File: config.mk
export PLATFORM = sky130hd
export DESIGN_NAME = operand_fwd_unit_flat
export DESIGN_NICKNAME = d
export VERILOG_FILES = /design/src/rtl/operand_fwd_unit_if.sv /design/src/rtl/operand_fwd_unit.sv /design/src/flat_wrapper.sv
export SDC_FILE = /design/constraint.sdc
export NUM_CORES = 1
export LEC_CHECK = 0
export BUFFER_PORTS_ARGS = -buffer_cell sky130_fd_sc_hd__buf_2
export CAP_MARGIN = 5
export CELL_PAD_IN_SITES_DETAIL_PLACEMENT = 2
export CELL_PAD_IN_SITES_GLOBAL_PLACEMENT = 2
export CORE_MARGIN = 4
export CORE_UTILIZATION = 22
export DETAILED_ROUTE_END_ITERATION = 16
export HOLD_SLACK_MARGIN = 0.08
export PLACE_DENSITY = 0.91
export SYNTH_ARGS = -nofsm -noshare
export SYNTH_HDL_FRONTEND = slang
export SYNTH_SLANG_ARGS = --single-unit
File: constraint.sdc
create_clock -name clk -period 3.2 [get_ports clk]
set_input_delay 0.16 -clock clk [delete_from_list [all_inputs] [get_ports clk]]
set_output_delay 0.16 -clock clk [all_outputs]
set_load 0.02 [all_outputs]
File: src/rtl/operand_fwd_unit_if.sv
// Bus bundle for the ID-stage operand forwarding unit: read ports, pipeline
// writeback taps, mul/div issue/result and the stall/forwarding outputs.
interface operand_fwd_unit_if #(
    parameter int DATA_W = 32,
    parameter int REG_AW = 5,
    parameter int NREAD  = 2,
    parameter int CNT_W  = 16
);
    logic [NREAD*REG_AW-1:0] rs_addr;
    logic [NREAD-1:0]        rs_used;
    logic [NREAD*DATA_W-1:0] rf_data;
    logic                    id_ex_wen;
    logic [REG_AW-1:0]       id_ex_waddr;
    logic                    id_ex_is_load;
    logic                    ex_mem_wen;
    logic [REG_AW-1:0]       ex_mem_waddr;
    logic [DATA_W-1:0]       ex_mem_wdata;
    logic                    mem_wb_wen;
    logic [REG_AW-1:0]       mem_wb_waddr;
    logic [DATA_W-1:0]       mem_wb_wdata;
    logic                    md_start;
    logic [REG_AW-1:0]       md_waddr;
    logic [DATA_W-1:0]       md_wdata;
    logic                    cnt_clr;
    logic [NREAD*DATA_W-1:0] opnd;
    logic [NREAD*2-1:0]      fwd_sel;
    logic                    stall;
    logic                    md_done;
    logic                    md_busy;
    logic [CNT_W-1:0]        stall_cnt;

    modport slave (
        input  rs_addr, rs_used, rf_data,
        input  id_ex_wen, id_ex_waddr, id_ex_is_load,
        input  ex_mem_wen, ex_mem_waddr, ex_mem_wdata,
        input  mem_wb_wen, mem_wb_waddr, mem_wb_wdata,
        input  md_start, md_waddr, md_wdata, cnt_clr,
        output opnd, fwd_sel, stall, md_done, md_busy, stall_cnt
    );

    modport master (
        output rs_addr, rs_used, rf_data,
        output id_ex_wen, id_ex_waddr, id_ex_is_load,
        output ex_mem_wen, ex_mem_waddr, ex_mem_wdata,
        output mem_wb_wen, mem_wb_waddr, mem_wb_wdata,
        output md_start, md_waddr, md_wdata, cnt_clr,
        input  opnd, fwd_sel, stall, md_done, md_busy, stall_cnt
    );
endinterface

File: src/rtl/operand_fwd_unit.sv
// ID-stage operand forwarding and interlock for the MIPS pipeline: per-port
// bypass muxing, load-use / mul-div stalls, mul/div countdown FSM, stall counter.
module operand_fwd_unit #(
    parameter int DATA_W = 32,
    parameter int REG_AW = 5,
    parameter int NREAD  = 2,
    parameter int MD_LAT = 4,
    parameter int CNT_W  = 16
) (
    input  logic              clk,
    input  logic              rst_n,
    operand_fwd_unit_if.slave bus
);
    localparam int MDC_W = $clog2(MD_LAT);
    localparam logic [MDC_W-1:0] MD_INIT = MDC_W'(MD_LAT - 1);

    typedef enum logic [1:0] {MD_IDLE, MD_BUSY, MD_DONE} md_state_t;

    md_state_t         md_state;
    logic [MDC_W-1:0]  md_count;
    logic [REG_AW-1:0] md_dest;
    logic              md_done_r;
    logic              md_busy_r;
    logic [CNT_W-1:0]  stall_cnt_r;

    logic [NREAD-1:0]        lu_hit;
    logic [NREAD-1:0]        md_hit;
    logic [NREAD*DATA_W-1:0] opnd_w;
    logic [NREAD*2-1:0]      sel_w;
    logic                    load_use;
    logic                    md_pending;
    logic                    md_hazard;
    logic                    md_struct;
    logic                    stall_w;
    logic                    md_accept;

    function automatic logic [CNT_W-1:0] sat_inc(input logic [CNT_W-1:0] v);
        return (&v) ? v : v + CNT_W'(1);
    endfunction

    // Per-port bypass: mul/div result beats EX/MEM beats MEM/WB beats regfile.
    for (genvar i = 0; i < NREAD; i++) begin : g_port
        logic [REG_AW-1:0] rs;
        logic              rs_nz;
        logic              hit_md;
        logic              hit_ex;
        logic              hit_wb;

        assign rs     = bus.rs_addr[i*REG_AW +: REG_AW];
        assign rs_nz  = |rs;
        assign hit_md = rs_nz && md_done_r && (md_dest == rs);
        assign hit_ex = rs_nz && bus.ex_mem_wen && (bus.ex_mem_waddr == rs);
        assign hit_wb = rs_nz && bus.mem_wb_wen && (bus.mem_wb_waddr == rs);

        assign sel_w[i*2 +: 2] = hit_md ? 2'b11 :
                                 hit_ex ? 2'b10 :
                                 hit_wb ? 2'b01 : 2'b00;
        assign opnd_w[i*DATA_W +: DATA_W] = hit_md ? bus.md_wdata   :
                                            hit_ex ? bus.ex_mem_wdata :
                                            hit_wb ? bus.mem_wb_wdata :
                                                     bus.rf_data[i*DATA_W +: DATA_W];

        assign lu_hit[i] = bus.rs_used[i] && rs_nz && (bus.id_ex_waddr == rs);
        assign md_hit[i] = bus.rs_used[i] && rs_nz && (md_dest == rs);
    end

    assign load_use   = bus.id_ex_is_load && bus.id_ex_wen && (|bus.id_ex_waddr) && (|lu_hit);
    // The DONE cycle forwards the result and frees the unit, so it never stalls.
    assign md_pending = md_busy_r && !md_done_r;
    assign md_hazard  = md_pending && (|md_hit);
    assign md_struct  = bus.md_start && md_pending;
    assign stall_w    = load_use || md_hazard || md_struct;
    assign md_accept  = bus.md_start && !stall_w;

    always_ff @(posedge clk or negedge rst_n) begin
        if (!rst_n) begin
            md_state  <= MD_IDLE;
            md_count  <= '0;
            md_dest   <= '0;
            md_done_r <= 1'b0;
            md_busy_r <= 1'b0;
        end else begin
            md_done_r <= 1'b0;
            case (md_state)
                MD_IDLE, MD_DONE: begin
                    if (md_accept) begin
                        md_state  <= MD_BUSY;
                        md_count  <= MD_INIT;
                        md_dest   <= bus.md_waddr;
                        md_busy_r <= 1'b1;
                    end else begin
                        md_state  <= MD_IDLE;
                        md_busy_r <= 1'b0;
                    end
                end
                MD_BUSY: begin
                    if (md_count == MDC_W'(1)) begin
                        md_state  <= MD_DONE;
                        md_count  <= '0;
                        md_done_r <= 1'b1;
                    end else begin
                        md_count <= md_count - MDC_W'(1);
                    end
                end
                default: begin
                    md_state  <= MD_IDLE;
                    md_busy_r <= 1'b0;
                end
            endcase
        end
    end

    always_ff @(posedge clk or negedge rst_n) begin
        if (!rst_n) begin
            stall_cnt_r <= '0;
        end else if (bus.cnt_clr) begin
            stall_cnt_r <= '0;
        end else if (stall_w) begin
            stall_cnt_r <= sat_inc(stall_cnt_r);
        end
    end

    assign bus.opnd      = opnd_w;
    assign bus.fwd_sel   = sel_w;
    assign bus.stall     = stall_w;
    assign bus.md_done   = md_done_r;
    assign bus.md_busy   = md_busy_r;
    assign bus.stall_cnt = stall_cnt_r;
endmodule

File: src/flat_wrapper.sv
// flat-port wrapper written by rule: the top's interface ports become plain ports
module operand_fwd_unit_flat 
#(
    parameter int DATA_W = 32,
    parameter int REG_AW = 5,
    parameter int NREAD  = 2,
    parameter int MD_LAT = 4,
    parameter int CNT_W  = 16
)
  (clk, rst_n, bus_rs_addr, bus_rs_used, bus_rf_data, bus_id_ex_wen, bus_id_ex_waddr, bus_id_ex_is_load, bus_ex_mem_wen, bus_ex_mem_waddr, bus_ex_mem_wdata, bus_mem_wb_wen, bus_mem_wb_waddr, bus_mem_wb_wdata, bus_md_start, bus_md_waddr, bus_md_wdata, bus_cnt_clr, bus_opnd, bus_fwd_sel, bus_stall, bus_md_done, bus_md_busy, bus_stall_cnt);
  operand_fwd_unit_if #(.DATA_W(DATA_W), .REG_AW(REG_AW), .NREAD(NREAD), .CNT_W(CNT_W)) bus_i ();
  input  logic clk;
  input  logic rst_n;
  input wire logic [$bits(bus_i.rs_addr)-1:0] bus_rs_addr;
  input wire logic [$bits(bus_i.rs_used)-1:0] bus_rs_used;
  input wire logic [$bits(bus_i.rf_data)-1:0] bus_rf_data;
  input wire logic [$bits(bus_i.id_ex_wen)-1:0] bus_id_ex_wen;
  input wire logic [$bits(bus_i.id_ex_waddr)-1:0] bus_id_ex_waddr;
  input wire logic [$bits(bus_i.id_ex_is_load)-1:0] bus_id_ex_is_load;
  input wire logic [$bits(bus_i.ex_mem_wen)-1:0] bus_ex_mem_wen;
  input wire logic [$bits(bus_i.ex_mem_waddr)-1:0] bus_ex_mem_waddr;
  input wire logic [$bits(bus_i.ex_mem_wdata)-1:0] bus_ex_mem_wdata;
  input wire logic [$bits(bus_i.mem_wb_wen)-1:0] bus_mem_wb_wen;
  input wire logic [$bits(bus_i.mem_wb_waddr)-1:0] bus_mem_wb_waddr;
  input wire logic [$bits(bus_i.mem_wb_wdata)-1:0] bus_mem_wb_wdata;
  input wire logic [$bits(bus_i.md_start)-1:0] bus_md_start;
  input wire logic [$bits(bus_i.md_waddr)-1:0] bus_md_waddr;
  input wire logic [$bits(bus_i.md_wdata)-1:0] bus_md_wdata;
  input wire logic [$bits(bus_i.cnt_clr)-1:0] bus_cnt_clr;
  output wire logic [$bits(bus_i.opnd)-1:0] bus_opnd;
  output wire logic [$bits(bus_i.fwd_sel)-1:0] bus_fwd_sel;
  output wire logic [$bits(bus_i.stall)-1:0] bus_stall;
  output wire logic [$bits(bus_i.md_done)-1:0] bus_md_done;
  output wire logic [$bits(bus_i.md_busy)-1:0] bus_md_busy;
  output wire logic [$bits(bus_i.stall_cnt)-1:0] bus_stall_cnt;
  assign bus_i.rs_addr = bus_rs_addr;
  assign bus_i.rs_used = bus_rs_used;
  assign bus_i.rf_data = bus_rf_data;
  assign bus_i.id_ex_wen = bus_id_ex_wen;
  assign bus_i.id_ex_waddr = bus_id_ex_waddr;
  assign bus_i.id_ex_is_load = bus_id_ex_is_load;
  assign bus_i.ex_mem_wen = bus_ex_mem_wen;
  assign bus_i.ex_mem_waddr = bus_ex_mem_waddr;
  assign bus_i.ex_mem_wdata = bus_ex_mem_wdata;
  assign bus_i.mem_wb_wen = bus_mem_wb_wen;
  assign bus_i.mem_wb_waddr = bus_mem_wb_waddr;
  assign bus_i.mem_wb_wdata = bus_mem_wb_wdata;
  assign bus_i.md_start = bus_md_start;
  assign bus_i.md_waddr = bus_md_waddr;
  assign bus_i.md_wdata = bus_md_wdata;
  assign bus_i.cnt_clr = bus_cnt_clr;
  assign bus_opnd = bus_i.opnd;
  assign bus_fwd_sel = bus_i.fwd_sel;
  assign bus_stall = bus_i.stall;
  assign bus_md_done = bus_i.md_done;
  assign bus_md_busy = bus_i.md_busy;
  assign bus_stall_cnt = bus_i.stall_cnt;
  operand_fwd_unit #(.DATA_W(DATA_W), .REG_AW(REG_AW), .NREAD(NREAD), .MD_LAT(MD_LAT), .CNT_W(CNT_W)) u_core (.clk(clk), .rst_n(rst_n), .bus(bus_i));
endmodule
==> metrics.csv, run 1 <==
metric,value,unit
synth-async-reset-ratio,1.00,
cts_tree,done,
start_util,0.223,
hold_viol,0,
final_antenna_net_count,0,
wl_per_cell,21.0,microns
grt_pass1_vias,5519,
final_cell_area,5620,sq um
max_stage_delay,0.56,ns
num_io_pins,287,
grt_max_degree,67,
path_max_fanout,11,
final_cells,1046,
layout_commonest_cell,buf_2,
slew-limit-headroom,0.548,
rr_startpoint,u_core.md_dest[3],
grt_overflow,0,
finalSetupViolCount,0,
cp_cell_sequence,xnor2_1 > nand3_1 > or4b_1 > a21oi_2 > o21a_2 > nand3_1 > mux2_1,
endpoint,u_core.bus.stall_cnt[7],
die_x,143,microns
skew,0.00305,ns
gp_congestion,0.893,
syn_area,4000,sq um
synthCells,565,
reg2reg_depth,7,
maxSlewViolCount,0,
yosys_warnings,0,
outcome,completed,
cp_slowest_cell,or4b_1,
max_freq,0.379,GHz
port_buffers,286,
clockBufferDepth,2,
worstSetupPathType,flip-flop to flip-flop,
cts_sinks,27,
tightestPinTransition,0.678,ns
clkLatencyLatePin,0.26,ns
die_area,20400,sq um
place_area,5520,sq um
drive_gt1_frac,0.394,
rows,49,
htreeDepth,1,
ff2ff_setup_slack,0.56,ns
tns,0,ns
worst_slack,0.562,ns
postSynthAreaPerCell,7.08,sq um
clk_pin_slew,0.07,ns
startpoint,u_core.md_dest[3],
min_path_cells,2,
route.final.wire_length,21900,microns
regToRegEndpoint,u_core.bus.stall_cnt[7],
finalPower,1.66,mW
synth_nets,767,
grt_pass1_wl,32100,microns
fin_crit_sh,0.824,
worst_ep_arrival_time,2.78,ns
hpwl,18000,microns
holdWs,0.119,ns
ir_drop,0.187,mV
worst_setup_path_end_kind,flip-flop,
pre_cts_slack,0.641,ns
drt-initial-drc-count,152,
synthDistinctLibCells,52,
synth_edf_count,0,
power.leakage,2.63,nW
maxCapViolations,0,
dp_cells,1037,
coreArea,17900,sq um
yosysSeqAreaShare,0.169,
vias,5155,
vias_per_cell,4.93,
power_density,296,nW/um^2
crit_path_start_kind,flip-flop,
ctsResizeCount,0,
n_fill_cell,2225,
fin_util,0.314,
ys.flop_type,dfrtp_1,
critPathRequiredTime,3.34,ns
final_net_count,1016,
first_pass_iters,4,
drc_errors,0,
layout_common_cells,"286 x buf_2, 135 x nand2_1, 109 x o21ai_0",
fin_crit,2.64,ns
cts_root_buf,clkbuf_16,
grt_use_total,0.199,
fp.dieH,143,microns
hold_path_class,input pin to flip-flop,
area_delta_synth_final,40.7,%
antenna_found_initial,7,
cpMostUsedCell,nand3_1,
rsz0062_at_grt,no,
ys_ff_latch,27,
cts_made_buffers,3,
-- routing by layer --
metal / up-vias / routed length (microns) / GRT usage
li1: 2462 / - / -
met1: 2470 / 8440 / 0.224
met2: 181 / 11500 / 0.381
met3: 34 / 1510 / 0.0435
met4: 8 / 406 / 0.0410
met5: - / 60 / 0
-- synthesized netlist by cell type (3+ instances only) --
cell type / count / area (sq um)
clkbuf_1: 23 / 86.3
and3_1: 7 / 43.8
nand2_1: 135 / 507
and2_1: 3 / 18.8
nor2_1: 13 / 48.8
and3_2: 3 / 22.5
a21oi_1: 7 / 35.0
mux2i_1: 64 / 641
buf_2: 13 / 65.1
xnor2_1: 22 / 193
buf_6: 8 / 90.1
o21ai_1: 24 / 120
inv_1: 3 / 11.3
o21ai_0: 109 / 546
nor2b_1: 6 / 37.5
or3_1: 3 / 18.8
o211ai_1: 6 / 45.0
xor2_1: 25 / 219
dfrtp_1: 27 / 676
buf_4: 4 / 30.0
nand4_1: 6 / 37.5
mux2_1: 6 / 67.6
nand3_1: 4 / 20.0
nand2b_1: 6 / 37.5
or4_1: 4 / 30.0
-- cell families (layout without fill, tap and decap cells) --
family	count (synthesis)	in the layout	synth area share
muxes	70	70	0.177
buffers and inverters	53	301	0.0742
other	0	4	0
DFF	27	27	0.169
and+or+nand+nor	205	205	0.245
xor gates and xnor gates	49	49	0.111
AOI/OAI and AO/OA	159	159	0.217
adders and majority gates	2	2	0.00626
-- flip-flops by register name, summed over array words and instances, names as in the netlist --
name / count
u_core.md_dest: 5
u_core.bus.md_done: 1
u_core.md_count: 2
u_core.md_state: 2
u_core.bus.md_busy: 1
u_core.bus.stall_cnt: 16
-- worst min path at each step --
stage                    start                  endpoint  slack, ns
3_3_place_gp             rst_n  u_core.bus.stall_cnt[15]       0.21
5_1_grt        bus_md_waddr[0]         u_core.md_dest[0]       0.12
6_report       bus_md_waddr[4]         u_core.md_dest[4]       0.12
2_1_floorplan            rst_n        u_core.bus.md_busy      -0.14
4_1_cts        bus_md_waddr[3]         u_core.md_dest[3]       0.12
3_5_place_dp             rst_n  u_core.bus.stall_cnt[10]       0.24
-- what timing repair did --
item                       in CTS  in global routing
hold endpoints to repair       27                  0
buffers inserted                0                  0
setup endpoints to repair       0                  0
hold buffers                    1                  0
-- worst max-delay path, delay by kind of cell (launching register included) --
kind / cells / cell delay (ns)
AND/OR/NAND/NOR: 3 / 0.78
XOR/XNOR: 1 / 0.17
AO/OA/AOI/OAI: 2 / 0.82
multiplexers: 1 / 0.33
flip-flops: 1 / 0.42
-- layout make-up --
type                            instances  area (sq um)  area share
Timing Repair Buffer                  294          1530       0.272
Clock buffer                            3          75.1      0.0133
Inverter                                3          11.3     0.00200
Multi-Input combinational cell        485          3030       0.539
Clock inverter                          1          5.00    0.000890
Sequential cell                        27           676       0.120
Tap cell                              229           287      0.0509
Antenna cell                            4          10.0     0.00178
-- power breakdown --
group          switching (mW)  internal, mW
sequential             0.0690         0.412
clock                   0.121         0.169
combinational           0.524         0.369
total                   0.715         0.950
Power figures use the tool's default switching activity.
==> run 2, diff against run 1 <==
Settings changed: ABC_AREA set to 1, CORE_UTILIZATION 22 to 18, PLACE_DENSITY 0.91 to 0.83.
Clock period 3.2 ns to 2.3 ns, I/O delays scaled along.
==> run 2 against run 1 <==
  * Non-clock buffer count is 28 higher
  * Critical path depth is 5 higher
  * Count of clock-buffer cells in the layout stayed put
  * Largest power group unchanged
==> metrics.csv, run 2 <==
metric,value,unit,change
grt_pass1_wl,40100,microns,+25%
fin_crit,2.26,ns,
clkLatencyLatePin,0.26,ns,about the same
n_fill_cell,3162,,+42%
rsz0062_at_grt,yes,,
ff2ff_setup_slack,0.36,ns,-0.20 ns
cts_sinks,27,,unchanged
pre_cts_slack,0.149,ns,-0.492 ns
grt_max_degree,66,,-1.5%
synthTopCellsByArea,"dfrtp_1 15%, nor2_1 13%, nand2_1 13%",,
power.leakage,3.87,nW,+47%
die_area,27600,sq um,+35%
dp_cells,1405,,+35%
cts_root_buf,clkbuf_16,,
ys.flop_type,dfrtp_1,,
finalPower,2.60,mW,+56%
slew-limit-headroom,0.549,,+0.00153
worst_ep_arrival_time,2.14,ns,-0.64 ns
wl_per_cell,19.8,microns,-5.8%
gp_congestion,0.906,,+1.5%
num_io_pins,287,,unchanged
vias,6799,,+32%
reg2reg_depth,13,,+6
antenna_found_initial,18,,+11
p_sw_frac,0.468,,+0.0390
path_max_fanout,16,,+5
yosys_warnings,0,,unchanged
hpwl,21200,microns,+18%
synth-async-reset-ratio,1.00,,unchanged
coreArea,24500,sq um,+37%
skew,0.00367,ns,+0.000621 ns
p_int,1.38,mW,+46%
synth_edf_count,0,,unchanged
critPathRequiredTime,2.18,ns,-1.16 ns
maxCapViolations,0,,unchanged
final_net_count,1305,,+28%
final_antenna_net_count,0,,unchanged
whs_endpoint,u_core.md_dest[2],,
regArea,677,sq um,+0.19%
power_density,384,nW/um^2,+30%
pwr-share-seq,0.255,,-0.034
cts_made_buffers,3,,unchanged
synthDistinctLibCells,34,,-35%
min_path_cells,3,,+1
grt_use_total,0.178,,-0.0208
fin_crit_sh,0.981,,
crit_path_start_kind,flip-flop,,
drive_gt1_frac,0.329,,-0.0642
area_delta_synth_final,50.5,%,
finalSetupViolCount,0,,unchanged
hold_viol,0,,unchanged
multi_input_area,3140,sq um,+3.5%
clockBufferDepth,2,,unchanged
drc_errors,0,,unchanged
start_util,0.184,,-0.0395
rows,57,,+16%
power_frac_comb,0.589,,+0.052
yosysSeqAreaShare,0.150,,-0.0187
grt_overflow,0,,unchanged
final_cells,1438,,+37%
worstSetupPathType,flip-flop to output pin,,
clkPwrFrac,0.157,,-0.017
cts_tree,done,,
first_pass_iters,5,,+1
syn_area,4500,sq um,+12%
synthCells,829,,+47%
postSynthAreaPerCell,5.42,sq um,-23%
outcome,completed,,
ys_ff_latch,27,,unchanged
synth.largest_area_cell,dfrtp_1,,
htreeDepth,1,,unchanged
route.final.wire_length,28400,microns,+29%
maxSlewViolCount,0,,unchanged
drt-initial-drc-count,369,,+140%
ir_drop,0.291,mV,+56%
largest_register_ffs,16,,unchanged
fp.dieH,166,microns,+16%
worst_slack,0.0444,ns,-0.518 ns
synth.top_cell.area_share,0.150,,-0.0187
worst_setup_path_end_kind,output pin,,
power_switching,1.22,mW,+70%
vias_per_cell,4.73,,-4.1%
yosysMostFrequentCell,nor2_1,,
max_freq,0.443,GHz,
rr_startpoint,u_core.md_dest[3],,
synth_commonest_cells,"156 x nor2_1, 155 x nand2_1, 114 x inv_1, 100 x nand3_1, 78 x o21ai_0",,
synth_nets,1031,,+34%
die_x,166,microns,+16%
regToRegEndpoint,u_core.bus.stall_cnt[12],,
clk_pin_slew,0.07,ns,about the same
tightestPinTransition,0.676,ns,-0.00230 ns
min-delay-start,bus_md_waddr[2],,
port_buffers,286,,unchanged
hold_path_class,input pin to flip-flop,,
layout_common_cells,"271 x buf_2, 151 x nand2_1, 151 x nor2_1",,
grt_pass1_vias,6969,,+26%
layout_commonest_cell,buf_2,,
[run 2: cell count changes after synthesis, sizes merged, moves of 7 or more]
cell / delta
nand3: +100
xnor2: -15
o21ai: +7
and3: -10
nor2: +145
inv: +114
a21oi: -8
buf: +16
mux2i: -64
clkbuf: -12
nand2: +22
nand4: +13
[run 2: area by class of cell]
type                            count  area share
Multi-Input combinational cell    632       0.463
Timing Repair Buffer              322       0.295
Sequential cell                    27       0.100
Inverter                          117      0.0649
Tap cell                          324      0.0599
Clock buffer                        3      0.0111
Antenna cell                       12     0.00444
Clock inverter                      1     0.00111
[run 2: cells by family (layout without fill, tap and decap cells)]
group,after synthesis,count (layout),share of synthesized area
simple gates,447,447,0.431
fa+ha+maj,2,2,0.00557
compound gates,148,148,0.171
xor+xnor,35,35,0.0682
buf+inv,170,443,0.174
flops,27,27,0.150
other cells,0,12,0
[run 2: metrics by stage]
stage | hold WS (ns) | TNS, ns | area, sq um | util
floorplan | -0.181 | 0 | 4500 | -
global placement | 0.187 | 0 | 6230 | 0.255
detailed placement | 0.193 | 0 | 6230 | 0.255
CTS | 0.0871 | 0 | 6340 | 0.259
global route | 0.0895 | -1.50 | 6770 | 0.277
finish | 0.0901 | 0 | 6770 | 0.277
[run 2: what timing repair did]
item | 4_1_cts | 5_1_grt
resized for setup | 5 | 46
gates cloned | 0 | 9
endpoints found under the setup margin | 34 | 64
hold buffers | 1 | 0
setup buffers | 0 | 7
hold endpoints to repair | 27 | 0
pin swaps | 0 | 6
[run 2: power by group through the flow]
stage / registers, mW / clock network (mW) / logic, mW
after global routing: 0.679 / 0.454 / 1.70
after detailed placement: 0.664 / 0 / 1.42
after floorplan: 0.672 / 0 / 0.834
final: 0.662 / 0.408 / 1.53
after CTS: 0.658 / 0.430 / 1.43
after global placement: 0.654 / 0 / 1.36
[run 2: how the worst max path moves through the flow]
stage,startpoint,end,slack [ns]
final,u_core.md_dest[3],bus_opnd[39],0.04
after global routing,u_core.md_dest[3],bus_opnd[47],-0.09
after CTS,u_core.md_dest[1],bus_opnd[28],0.005
after detailed placement,u_core.md_dest[3],bus_opnd[52],0.15
after global placement,u_core.md_dest[3],bus_opnd[52],0.25
after floorplan,u_core.bus.stall_cnt[0],u_core.bus.stall_cnt[2],0.48
[run 2: worst max-delay path, stage by stage, from the launching register on]
cell       delay [ns]
dfrtp_2          0.44
inv_2            0.06
nand2_1          0.06
nand2_1          0.10
nand3_2          0.11
nor2_4           0.12
nand3_4          0.13
buf_4            0.19
nand2_8          0.09
clkbuf_16        0.19
nor2_1           0.07
nor2_1           0.12
buf_2            0.18
[run 2: metal layers]
metal / up-vias / wire length (microns) / global-route usage
met5: - / 82 / 0
li1: 3201 / - / -
met1: 3320 / 11600 / 0.221
met2: 222 / 14400 / 0.314
met4: 12 / 666 / 0.0574
met3: 44 / 1700 / 0.0293
